$ cat src/rtl/console_mux_pkg.sv
// Shared types and constants for the console-mux UART stages.
package console_mux_pkg;

   typedef enum logic [2:0] {
      IDLE,
      SETTLE,
      START,
      DATA,
      PARITY,
      STOP
   } uart_state_t;

   localparam int CLKS_PER_BIT_DEFAULT  = 104;
   localparam int SETTLE_CYCLES_DEFAULT = 2;

   localparam logic UART_IDLE  = 1'b1;
   localparam logic UART_START = 1'b0;

endpackage

$ cat src/rtl/baud_counter.sv
// Bit-period counter: pulses tick at CLKS_PER_BIT-1 and holds there until cleared.
module baud_counter
   import console_mux_pkg::*;
#(
   parameter int CLKS_PER_BIT = CLKS_PER_BIT_DEFAULT
) (
   input  logic clk,
   input  logic rst_n,
   input  logic clear,
   output logic tick
);

   localparam int CW = $clog2(CLKS_PER_BIT);
   localparam logic [CW-1:0] TERM = CW'(CLKS_PER_BIT - 1);

   logic [CW-1:0] cnt;

   always_ff @(posedge clk or negedge rst_n) begin
      if (!rst_n) begin
         cnt <= '0;
      end else if (clear) begin
         cnt <= '0;
      end else if (cnt != TERM) begin
         cnt <= cnt + 1'b1;
      end
   end

   assign tick = (cnt == TERM);

endmodule

$ cat src/rtl/fifo_uart_tx.sv
// FIFO drain stage serialising bytes as 8N1 UART; define FIFO_UART_TX_PARITY_EN for 8E1.
module fifo_uart_tx
   import console_mux_pkg::*;
#(
   parameter int CLKS_PER_BIT  = CLKS_PER_BIT_DEFAULT,
   parameter int WIDTH         = 8,
   parameter int SETTLE_CYCLES = SETTLE_CYCLES_DEFAULT
) (
   input  logic             clk,
   input  logic             rst_n,
   input  logic             fifo_empty,
   input  logic [WIDTH-1:0] fifo_data,
   output logic             fifo_rd,
   output logic             tx,
   output logic             busy
);

   localparam int SW = $clog2(SETTLE_CYCLES);
   localparam int IW = $clog2(WIDTH);

   uart_state_t      state;
   logic [SW-1:0]    settle_cnt;
   logic [IW-1:0]    bit_idx;
   logic [WIDTH-1:0] shift;
   logic             settle_done;
   logic             baud_clear;
   logic             baud_tick;
`ifdef FIFO_UART_TX_PARITY_EN
   logic             parity_bit;
`endif

   assign settle_done = (settle_cnt == SW'(SETTLE_CYCLES - 1));
   // Pop coincides with the latch edge, so the FIFO's next word cannot corrupt this byte.
   assign fifo_rd     = (state == SETTLE) && settle_done && !fifo_empty;
   assign baud_clear  = (state == IDLE) || (state == SETTLE) || baud_tick;

   baud_counter #(
      .CLKS_PER_BIT(CLKS_PER_BIT)
   ) u_baud (
      .clk  (clk),
      .rst_n(rst_n),
      .clear(baud_clear),
      .tick (baud_tick)
   );

   always_ff @(posedge clk or negedge rst_n) begin
      if (!rst_n) begin
         state      <= IDLE;
         tx         <= UART_IDLE;
         busy       <= 1'b0;
         settle_cnt <= '0;
         bit_idx    <= '0;
         shift      <= '0;
`ifdef FIFO_UART_TX_PARITY_EN
         parity_bit <= 1'b0;
`endif
      end else begin
         case (state)
            IDLE: begin
               tx <= UART_IDLE;
               if (!fifo_empty) begin
                  state      <= SETTLE;
                  settle_cnt <= '0;
                  busy       <= 1'b1;
               end
            end
            SETTLE: begin
               if (!settle_done) begin
                  settle_cnt <= settle_cnt + 1'b1;
               end else if (fifo_empty) begin
                  state <= IDLE;
                  busy  <= 1'b0;
               end else begin
                  shift <= fifo_data;
`ifdef FIFO_UART_TX_PARITY_EN
                  parity_bit <= ^fifo_data;
`endif
                  state <= START;
                  tx    <= UART_START;
               end
            end
            START: begin
               if (baud_tick) begin
                  state   <= DATA;
                  bit_idx <= '0;
                  tx      <= shift[0];
               end
            end
            DATA: begin
               if (baud_tick) begin
                  shift <= shift >> 1;
                  if (bit_idx == IW'(WIDTH - 1)) begin
`ifdef FIFO_UART_TX_PARITY_EN
                     state <= PARITY;
                     tx    <= parity_bit;
`else
                     state <= STOP;
                     tx    <= UART_IDLE;
`endif
                  end else begin
                     bit_idx <= bit_idx + 1'b1;
                     tx      <= shift[1];
                  end
               end
            end
`ifdef FIFO_UART_TX_PARITY_EN
            PARITY: begin
               if (baud_tick) begin
                  state <= STOP;
                  tx    <= UART_IDLE;
               end
            end
`endif
            STOP: begin
               if (baud_tick) begin
                  state <= IDLE;
                  busy  <= 1'b0;
               end
            end
            default: begin
               state <= IDLE;
               tx    <= UART_IDLE;
               busy  <= 1'b0;
            end
         endcase
      end
   end

endmodule
$ cat config.mk
export PLATFORM = sky130hd
export DESIGN_NAME = fifo_uart_tx
export DESIGN_NICKNAME = d
export VERILOG_FILES = /design/src/rtl/console_mux_pkg.sv /design/src/rtl/baud_counter.sv /design/src/rtl/fifo_uart_tx.sv
export SDC_FILE = /design/constraint.sdc
export NUM_CORES = 1
export LEC_CHECK = 0
export ABC_AREA = 1
export BUFFER_PORTS_ARGS = -buffer_cell sky130_fd_sc_hd__buf_4
export CAP_MARGIN = 20
export CELL_PAD_IN_SITES_DETAIL_PLACEMENT = 2
export CELL_PAD_IN_SITES_GLOBAL_PLACEMENT = 2
export CORE_MARGIN = 4
export CORE_UTILIZATION = 36
export DETAILED_ROUTE_END_ITERATION = 7
export HOLD_SLACK_MARGIN = 0.12
export PLACE_DENSITY = 0.86
export SETUP_SLACK_MARGIN = 0.3
export SYNTH_ARGS = -nofsm -noshare
export SYNTH_HDL_FRONTEND = slang
export SYNTH_HIERARCHICAL = 1
export SYNTH_SLANG_ARGS = --single-unit
export TNS_END_PERCENT = 5
$ cat constraint.sdc
create_clock -name clk -period 2.55 [get_ports clk]
set_input_delay 0.1275 -clock clk [delete_from_list [all_inputs] [get_ports clk]]
set_output_delay 0.1275 -clock clk [all_outputs]
set_load 0.01 [all_outputs]
== Yosys cells after proc, flatten, opt, wreduce, memory -nomap -nowiden ==
Index checks and enable logic that the tools add are counted.

* Register bits after elaboration: 24
* Word-level logic and storage cells: 75
* Output and inout port bits: 3
* Input bits: 11

* Equal/unequal tests: 16
* Mux-type cells: 30
* Bitwise gates (word level): 2
* Reduce and logical (&&, ||, !) cells: 17
* Add/sub/neg operators: 3

{| class="wikitable"
|+ Operator list
! cell !! count
|-
| two-way mux 3 bit || 8
|-
| two-way mux 8 bit || 3
|-
| != test 2 bit, second input constant || 9
|-
| one-hot mux 8 bit (2 select lines) || 1
|-
| one-hot mux 3 bit (5 select lines) || 1
|-
| two-way mux 7 bit || 2
|-
| two-way mux 1 bit || 10
|-
| AND reduction 5 bit || 2
|-
| one-hot mux 1 bit (4 select lines) || 2
|-
| AND reduction 4 bit || 2
|-
| nonzero test 2 bit || 4
|-
| adder 7 x 1 -> 7 bit, second input constant || 1
|-
| equality test 7 bit, second input constant || 1
|-
| != test 7 bit, second input constant || 1
|-
| equality test 3 x 2 -> 1 bit, second input constant || 2
|-
| equality test 3 bit, second input constant || 2
|-
| one-hot mux 3 bit (2 select lines) || 1
|-
| AND reduction 6 bit || 1
|-
| adder 3 x 1 -> 3 bit, second input constant || 1
|-
| equality test 3 x 1 -> 1 bit, second input constant || 1
|-
| zero test 3 bit || 1
|-
| logical AND 1 bit || 2
|-
| logical OR 1 bit || 2
|-
| two-way mux 2 bit || 1
|-
| other kinds (6) || 7
|}

== Depth between registers and ports, before layout ==
Gate-level depths: netlist of run 1.

* Depth in word-level cells: 4
* Mapped depth: 11
* Gate-level depth less buffers: 11

== Hierarchy ==
The synthesis of run 1 kept the hierarchy.

{| class="wikitable"
|+ By module, submodules not included
! module !! area each (sq um) !! cells an instance !! times used !! seq. area each (sq um)
|-
| fifo_uart_tx || 973.4 || 132 || 1 || 426.7
|-
| baud_counter || 397.9 || 46 || 1 || 175.2
|}

== Least setup slack after synthesis of run 1 ==
OpenSTA, ideal clock, no wires.

* Kind: register to register
* From: register u_baud.cnt[0]
* To: register state[0]
* Path buffers: 0
* Data required time: 2.485 ns
* Slack: 0.905 ns
* Arrival time: 1.580 ns
* Clock period less this slack: 1.645 ns
* Library setup time: 0.065 ns
* Stages on the path, launching flop included: 12
* Cell sequence: dfrtp_1 ha_1 nand2_1 nor2_4 nand2_4 inv_1 inv_1 nand3_1 nand2_1 nor2_1 nand3_1 nand2_1

* Longest elaborated chain between the ends: 3
* Elaborated cells between the ends (all ways): 5
* Those cells by class: eq/ne: 4; reduce/logical: 1

{| class="wikitable"
|+ RTL lines
! element !! line !! source
|-
| start, declared || baud_counter.sv:16 || <nowiki>logic [CW-1:0] cnt;</nowiki>
|-
| start signal, assigned || baud_counter.sv:24 || <nowiki>cnt <= cnt + 1'b1;</nowiki>
|-
| equality test 7 bit (*) || baud_counter.sv:28 || <nowiki>assign tick = (cnt == TERM);</nowiki>
|-
| net baud_tick || fifo_uart_tx.sv:27 || <nowiki>logic baud_tick;</nowiki>
|-
| != test 2 bit (no line) || -- ||
|-
| AND reduction 6 bit (no line) (*) || -- ||
|-
| end signal, assigned || fifo_uart_tx.sv:48 || <nowiki>state <= IDLE;</nowiki>
|-
| end signal, assigned || fifo_uart_tx.sv:62 || <nowiki>state <= SETTLE;</nowiki>
|-
| end signal, assigned || fifo_uart_tx.sv:71 || <nowiki>state <= IDLE;</nowiki>
|-
| end, declared || fifo_uart_tx.sv:21 || <nowiki>uart_state_t state;</nowiki>
|}

The timed path passes the listed nets; every way through them passes the cells marked *.
A chain may end at the register's enable or synchronous reset.

== Final worst setup path of run 1 ==
* From: register u_baud.cnt[0]
* To: register state[2]

The elaborated chain is that of the path after synthesis.

==> flow_metrics.env, run 1 <==
export IMPL_grt_ovfl_total=0
export IMPL_start_kind="register"
export IMPL_yosys_warnings=6
export IMPL_cp_num_buf_inv=2
export IMPL_slowest_stage="dfrtp_1"
export IMPL_rsz0062_at_grt="false"
export IMPL_ir_drop_mv=0.3548
export IMPL_hold_path_class="primary input to register"
export IMPL_io_buffers=13
export IMPL_h_tree_depth=1
export IMPL_synth_top_cell_area_share=0.4197
export IMPL_power_density_nw_per_um2=1006
export IMPL_die_y_um=69.72
export IMPL_die_w_um=69.72
export IMPL_ys_ff_latch=24
export IMPL_yosys_top_cells_area="dfrtp_1 42%, nand2_1 13%, nand3_1 6.6%"
export IMPL_area_growth_pct=15.15
export IMPL_clock_skew_ns=0.006401
export IMPL_syn_inst=178
export IMPL_grt_pass1_vias=1487
export IMPL_drv_cap=0
export IMPL_routed_wl_mm=4.037
export IMPL_clk_pin_slew_ns=0.09
export IMPL_core_um2=3661
export IMPL_power_frac_seq=0.382
export IMPL_numCtsBuffers=3
export IMPL_setup_viol=0
export IMPL_finalCriticalPeriod_ns=1.991
export IMPL_timing_critical_path_mode_cell="nand2_1"
export IMPL_synthAdderAreaFrac=0.02737
export IMPL_clkSinkCount=24
export IMPL_min_period_over_period=0.7807
export IMPL_hold_ws_ns=0.1194
export IMPL_leakagePower_nw=0.8217
export IMPL_crit_family="simple AND/OR/NAND/NOR gates"
export IMPL_grt_antenna_before_repair=0
export IMPL_crit_required_ns=2.76
export IMPL_clockBufferDepth=2
export IMPL_drive_above_1_share=0.1701
export IMPL_final_cell_mix="46 x nand2_1, 23 x dfrtp_1, 22 x inv_1"
export IMPL_critPathCaptureType="register"
export IMPL_final_common_cell="nand2_1"
export IMPL_path_class="register to register"
export IMPL_drt_iter0_markers=47
export IMPL_synth_area_um2=1371
export IMPL_gp_congestion=0.8933
export IMPL_synth_edf_count=0
export IMPL_io_pins=14
export IMPL_avgSynthCellArea_um2=7.704
export IMPL_ant_nets=0
export IMPL_dpl_hpwl_mm=3.155
export IMPL_grt_start_max_net_pins=25
export IMPL_synthSimpleGateAreaFrac=0.3002
export IMPL_viasPerCell=5.182
export IMPL_slew_headroom=0.7078
export IMPL_clock_latency_ns=0.28
export IMPL_synth_compound_area_frac=0.1286
export IMPL_p_sw_mw=0.7031
export IMPL_cpPeakStageDelay_ns=0.46
export IMPL_max_clock_freq_mhz=502.3
export IMPL_synth_top_family_by_area="simple AND/OR/NAND/NOR gates"
export IMPL_vias=1254
export IMPL_critPathArrivalTime_ns=2.20
export IMPL_layout_nets=209
export IMPL_cts_tree="yes"
export IMPL_track_usage=0.1854
export IMPL_drcViolationCount=0
export IMPL_synth_xor_xnor_area_share=0.01916
export IMPL_synth_seq_area_share=0.4389
export IMPL_crit_chain="ha_1 > nand2_1 > nor2_4 > nand2_4 > inv_1 > inv_1 > nand3_1 > nand2_1 > nor2_2 > nand3_1 > nand2_1"
export IMPL_clkPwrFrac=0.173
export IMPL_slew_viol_final=0
export IMPL_wl_per_cell_um=16.68
export IMPL_start_util=0.3746
export IMPL_worst_path_max_fanout=6
export IMPL_worstMarginPinSlew_ns=0.4337
export IMPL_synth_cell_type_count=27
export IMPL_placementRows=22
export IMPL_grt_pass1_wl_mm=7.162
export IMPL_pwr_share_comb=0.445
export IMPL_tns_ns=0
export IMPL_dieArea_um2=4861
export IMPL_cts_root_buf="clkbuf_8"
export IMPL_swShare=0.4425
export IMPL_async_reset_ff_frac=1.000
export IMPL_hold_viol_final=0
export IMPL_synthFlopType="dfrtp_1"
export IMPL_diodes=0
export IMPL_drt_pass1_iterations=4
export IMPL_p_int_mw=0.8857
export IMPL_synth_area_leader_cell="dfrtp_1"
export IMPL_status="complete, no violations"
export IMPL_yosys_mux_area_fraction=0
export IMPL_syn_nets=192
## cells by family (layout without fill, tap and decap cells)
group                      Yosys count  count (layout)
and+or+nand+nor                     90              90
AOI/OAI and AO/OA                   31              31
buffers and inverters               27              43
DFF                                 24              24
adders and majority gates            3               3
xor gates and xnor gates             3               3
## repair_timing
| item | 4_1_cts | 5_1_grt |
|---|---|---|
| endpoints found under the hold margin | 25 | 0 |
| endpoints found under the setup margin | 0 | 3 |
| resized for setup | 0 | 1 |
| setup buffers | 0 | 0 |
| hold buffers | 2 | 0 |
## stage by stage
stage	power, mW	utilization	cell area [um2]	worst slack, ns	std cells
after floorplan	1.099	-	1371	0.9049	178
after global placement	1.250	0.4101	1501	0.7723	236
after detailed placement	1.329	0.4101	1501	0.4885	236
after CTS	1.603	0.4306	1577	0.4664	242
after global routing	1.749	0.4313	1579	0.3087	242
final	1.589	0.4313	1579	0.5591	242
## tightest hold or removal path: cells and delay by family
family	cells	cell delay, ns
AOI/OAI and AO/OA	2	0.15
buffers and inverters	1	0.09
## layout make-up
| cell class | count | area [um2] |
|---|---|---|
| clock buffer | 4 | 55.05 |
| fill | 438 | 2082 |
| inverter | 24 | 90.09 |
| multi-input combinational | 127 | 654.4 |
| sequential | 24 | 601.8 |
| tap | 48 | 60.06 |
| timing repair buffer | 15 | 117.6 |
## Yosys cell counts, types with 2 or more instances
cell type / number
nand2_1: 46
dfrtp_1: 23
inv_1: 22
nand3_1: 18
nor2_1: 15
o21ai_1: 12
o21ai_0: 11
ha_1: 3
nand2_2: 3
a21oi_1: 2
buf_6: 2
inv_2: 2
nand4_1: 2
nor2_4: 2
o21bai_1: 2
xor2_1: 2
## registers in the layout, indices dropped and copies added (netlist names)
name	flops
busy	1
tx	1
shift	8
settle_cnt	1
bit_idx	3
state	3
u_baud/cnt	7
## layer usage
metal	up-vias	track usage	part of all wire
met2	15	0.3432	0.53
met1	633	0.2227	0.44
met5	-	0	0
li1	600	-	-
met4	0	0.04894	0.013
met3	6	0.02609	0.020
## power groups by stage
stage / clock network (mW) / registers, mW / logic (mW)
after floorplan: 0 / 0.578 / 0.521
after global placement: 0 / 0.603 / 0.647
after detailed placement: 0 / 0.618 / 0.710
after CTS: 0.278 / 0.607 / 0.718
after global routing: 0.299 / 0.629 / 0.820
final: 0.275 / 0.607 / 0.707
## worst paths after layout
path	slack [ns]	cells past startpoint	to	startpoint
max in group asynchronous	1.97	2	tx$_DFFE_PN1P_	rst_n
max	0.56	11	state[2]$_DFFE_PN0P_	u_baud/cnt[0]$_DFFE_PN0P_
min reg2reg	0.49	2	tx$_DFFE_PN1P_	tx$_DFFE_PN1P_
min	0.12	3	settle_cnt$_DFFE_PN0P_	fifo_empty
max reg2reg	0.56	11	state[2]$_DFFE_PN0P_	u_baud/cnt[0]$_DFFE_PN0P_
min in group asynchronous	0.29	2	u_baud/cnt[6]$_DFFE_PN0P_	rst_n
No activity file was read; power rests on OpenSTA's default activity.
==> run 2: changes to the inputs <==
- CORE_UTILIZATION: 36 -> 33
- PLACE_DENSITY: 0.86 -> 0.8
- clock period: 2.55 -> 2.1 ns (I/O delays scaled with it)
==> flow_metrics.env, run 2 (synthesis gave the netlist of run 1 again) <==
export IMPL_largest_reg_flops=8
export IMPL_die_w_um=72.47
export IMPL_drcViolationCount=0
export IMPL_drv_cap=0
export IMPL_max_clock_freq_mhz=601.6
export IMPL_rr_endpoint="state[1]$_DFFE_PN0P_"
export IMPL_crit_family="simple AND/OR/NAND/NOR gates"
export IMPL_vias=1242
export IMPL_wl_per_cell_um=16.00
export IMPL_drive_above_1_share=0.2132
export IMPL_ir_drop_mv=0.4556
export IMPL_multi_input_area_um2=681.9
export IMPL_ff2ff_path_depth=11
export IMPL_placementRows=23
export IMPL_hold_viol_final=0
export IMPL_place_area_um2=1504
export IMPL_crit_required_ns=2.31
export IMPL_slew_headroom=0.7141
export IMPL_grt_pass1_vias=1417
export IMPL_dieArea_um2=5251
export IMPL_path_class="register to register"
export IMPL_worstMarginPinSlew_ns=0.4244
export IMPL_grt_start_max_net_pins=25
export IMPL_worstSetupEndpoint="state[1]$_DFFE_PN0P_"
export IMPL_clock_latency_ns=0.27
export IMPL_worst_path_max_fanout=6
export IMPL_hold_path_class="primary input to register"
export IMPL_reg_top3="shift (8), u_baud/cnt (7)"
export IMPL_cts_tree="yes"
export IMPL_grt_ovfl_total=0
export IMPL_largest_register="shift"
export IMPL_grt_antenna_before_repair=0
export IMPL_gp_congestion=0.8863
export IMPL_crit_chain="ha_4 > nand2_1 > nor2_4 > nand2_4 > inv_2 > inv_2 > nand3_2 > nand2_2 > nor2_4 > nand3_1 > nand2_1"
export IMPL_ant_nets=0
export IMPL_tns_ns=0
export IMPL_crit_cells=11
export IMPL_drt_pass1_iterations=6
export IMPL_start_util=0.3428
export IMPL_clk_pin_slew_ns=0.09
export IMPL_power_density_nw_per_um2=1263
export IMPL_dpl_hpwl_mm=2.878
export IMPL_viasPerCell=5.028
export IMPL_die_y_um=72.47
export IMPL_clkSinkCount=24
export IMPL_cpPeakStageDelay_ns=0.41
export IMPL_regArea_um2=601.8
export IMPL_core_um2=4000
export IMPL_grt_pass1_wl_mm=6.948
export IMPL_r2r_setup_slack_ns=0.44
export IMPL_finalCriticalPeriod_ns=1.662
export IMPL_io_buffers=13
export IMPL_track_usage=0.1681
export IMPL_io_pins=14
export IMPL_slowest_stage="dfrtp_1"
export IMPL_critPathCaptureType="register"
export IMPL_layout_nets=212
export IMPL_final_cell_mix="44 x nand2_1, 23 x dfrtp_1, 20 x inv_1"
export IMPL_min_period_over_period=0.7916
export IMPL_rr_startpoint="u_baud/cnt[0]$_DFFE_PN0P_"
export IMPL_hold_ws_ns=0.1220
export IMPL_start_kind="register"
export IMPL_area_growth_pct=20.16
export IMPL_cp_num_buf_inv=2
export IMPL_clock_skew_ns=0.005938
export IMPL_numCtsBuffers=3
export IMPL_critPathLaunch="u_baud/cnt[0]$_DFFE_PN0P_"
export IMPL_drt_iter0_markers=23
export IMPL_cts_root_buf="clkbuf_8"
export IMPL_fin_area_um2=1648
export IMPL_routed_wl_mm=3.951
export IMPL_diodes=0
export IMPL_setup_viol=0
export IMPL_leakagePower_nw=0.8421
export IMPL_clockBufferDepth=2
export IMPL_critPathArrivalTime_ns=1.87
export IMPL_status="complete, no violations"
export IMPL_h_tree_depth=1
export IMPL_final_common_cell="nand2_1"
export IMPL_rsz0062_at_grt="false"
export IMPL_slew_viol_final=0
export IMPL_n_fill_cell=483
## run 2: changes by cell type in the layout (fill, tap and decap cells not counted), sizes merged
cell    change
buf         +3
clkbuf      -1
bufinv      +1
## run 2: worst min-delay path by stage
| stage | start | to | slack, ns | cells past startpoint |
|---|---|---|---|---|
| 2_1_floorplan | rst_n | bit_idx[0]$_DFFE_PN0P_ | -0.19 | 0 |
| 3_3_place_gp | rst_n | busy$_DFFE_PN0P_ | 0.03 | 1 |
| 3_5_place_dp | rst_n | busy$_DFFE_PN0P_ | 0.03 | 1 |
| 4_1_cts | fifo_empty | settle_cnt$_DFFE_PN0P_ | 0.12 | 3 |
| 5_1_grt | fifo_empty | settle_cnt$_DFFE_PN0P_ | 0.15 | 3 |
| 6_report | fifo_empty | settle_cnt$_DFFE_PN0P_ | 0.12 | 3 |
## run 2: power by group
part | internal [mW] | switching, mW
clock | 0.255 | 0.162
combinational | 0.331 | 0.604
sequential | 0.618 | 0.111
total | 1.20 | 0.877
## run 2: worst register-to-register path, cell delays in order (launching register included)
cell and delay, ns:
dfrtp_1 0.41, ha_4 0.17, nand2_1 0.08, nor2_4 0.14, nand2_4 0.09, inv_2 0.12
inv_2 0.08, nand3_2 0.12, nand2_2 0.10, nor2_4 0.12, nand3_1 0.10, nand2_1 0.08
## run 2: what timing repair did
item / CTS / global route
endpoints found under the setup margin: 15 / 11
hold buffers: 2 / 0
hold endpoints to repair: 25 / 0
gates resized for setup: 4 / 5
buffers inserted: 2 / 1
## run 2: final cells by class
type / count / area share
clock buffers: 3 / 0.02506
clock inverters: 1 / 0.01822
inverters: 24 / 0.05467
multi-input cells: 127 / 0.4138
flip-flops and latches: 24 / 0.3652
well taps: 50 / 0.03797
repair buffers: 18 / 0.08504
## run 2: per-stage QoR
step,worst slack (ns),std cells,util,power [mW]
6_report,0.4377,247,0.4119,2.080
5_1_grt,0.3022,247,0.4119,2.275
4_1_cts,0.3266,246,0.4051,2.059
3_5_place_dp,0.08260,238,0.3760,1.594
3_3_place_gp,0.3148,238,0.3760,1.526
2_1_floorplan,0.4549,178,-,1.334
## run 2: layer usage
metal / wire length [um] / global-route usage / up-vias / share of wire
met5: 0 / 0 / - / 0
met4: 46 / 0.04303 / 0 / 0.012
met3: 38 / 0.01801 / 5 / 0.0096
met2: 2036 / 0.2993 / 7 / 0.52
met1: 1829 / 0.2166 / 623 / 0.46
li1: - / - / 607 / -
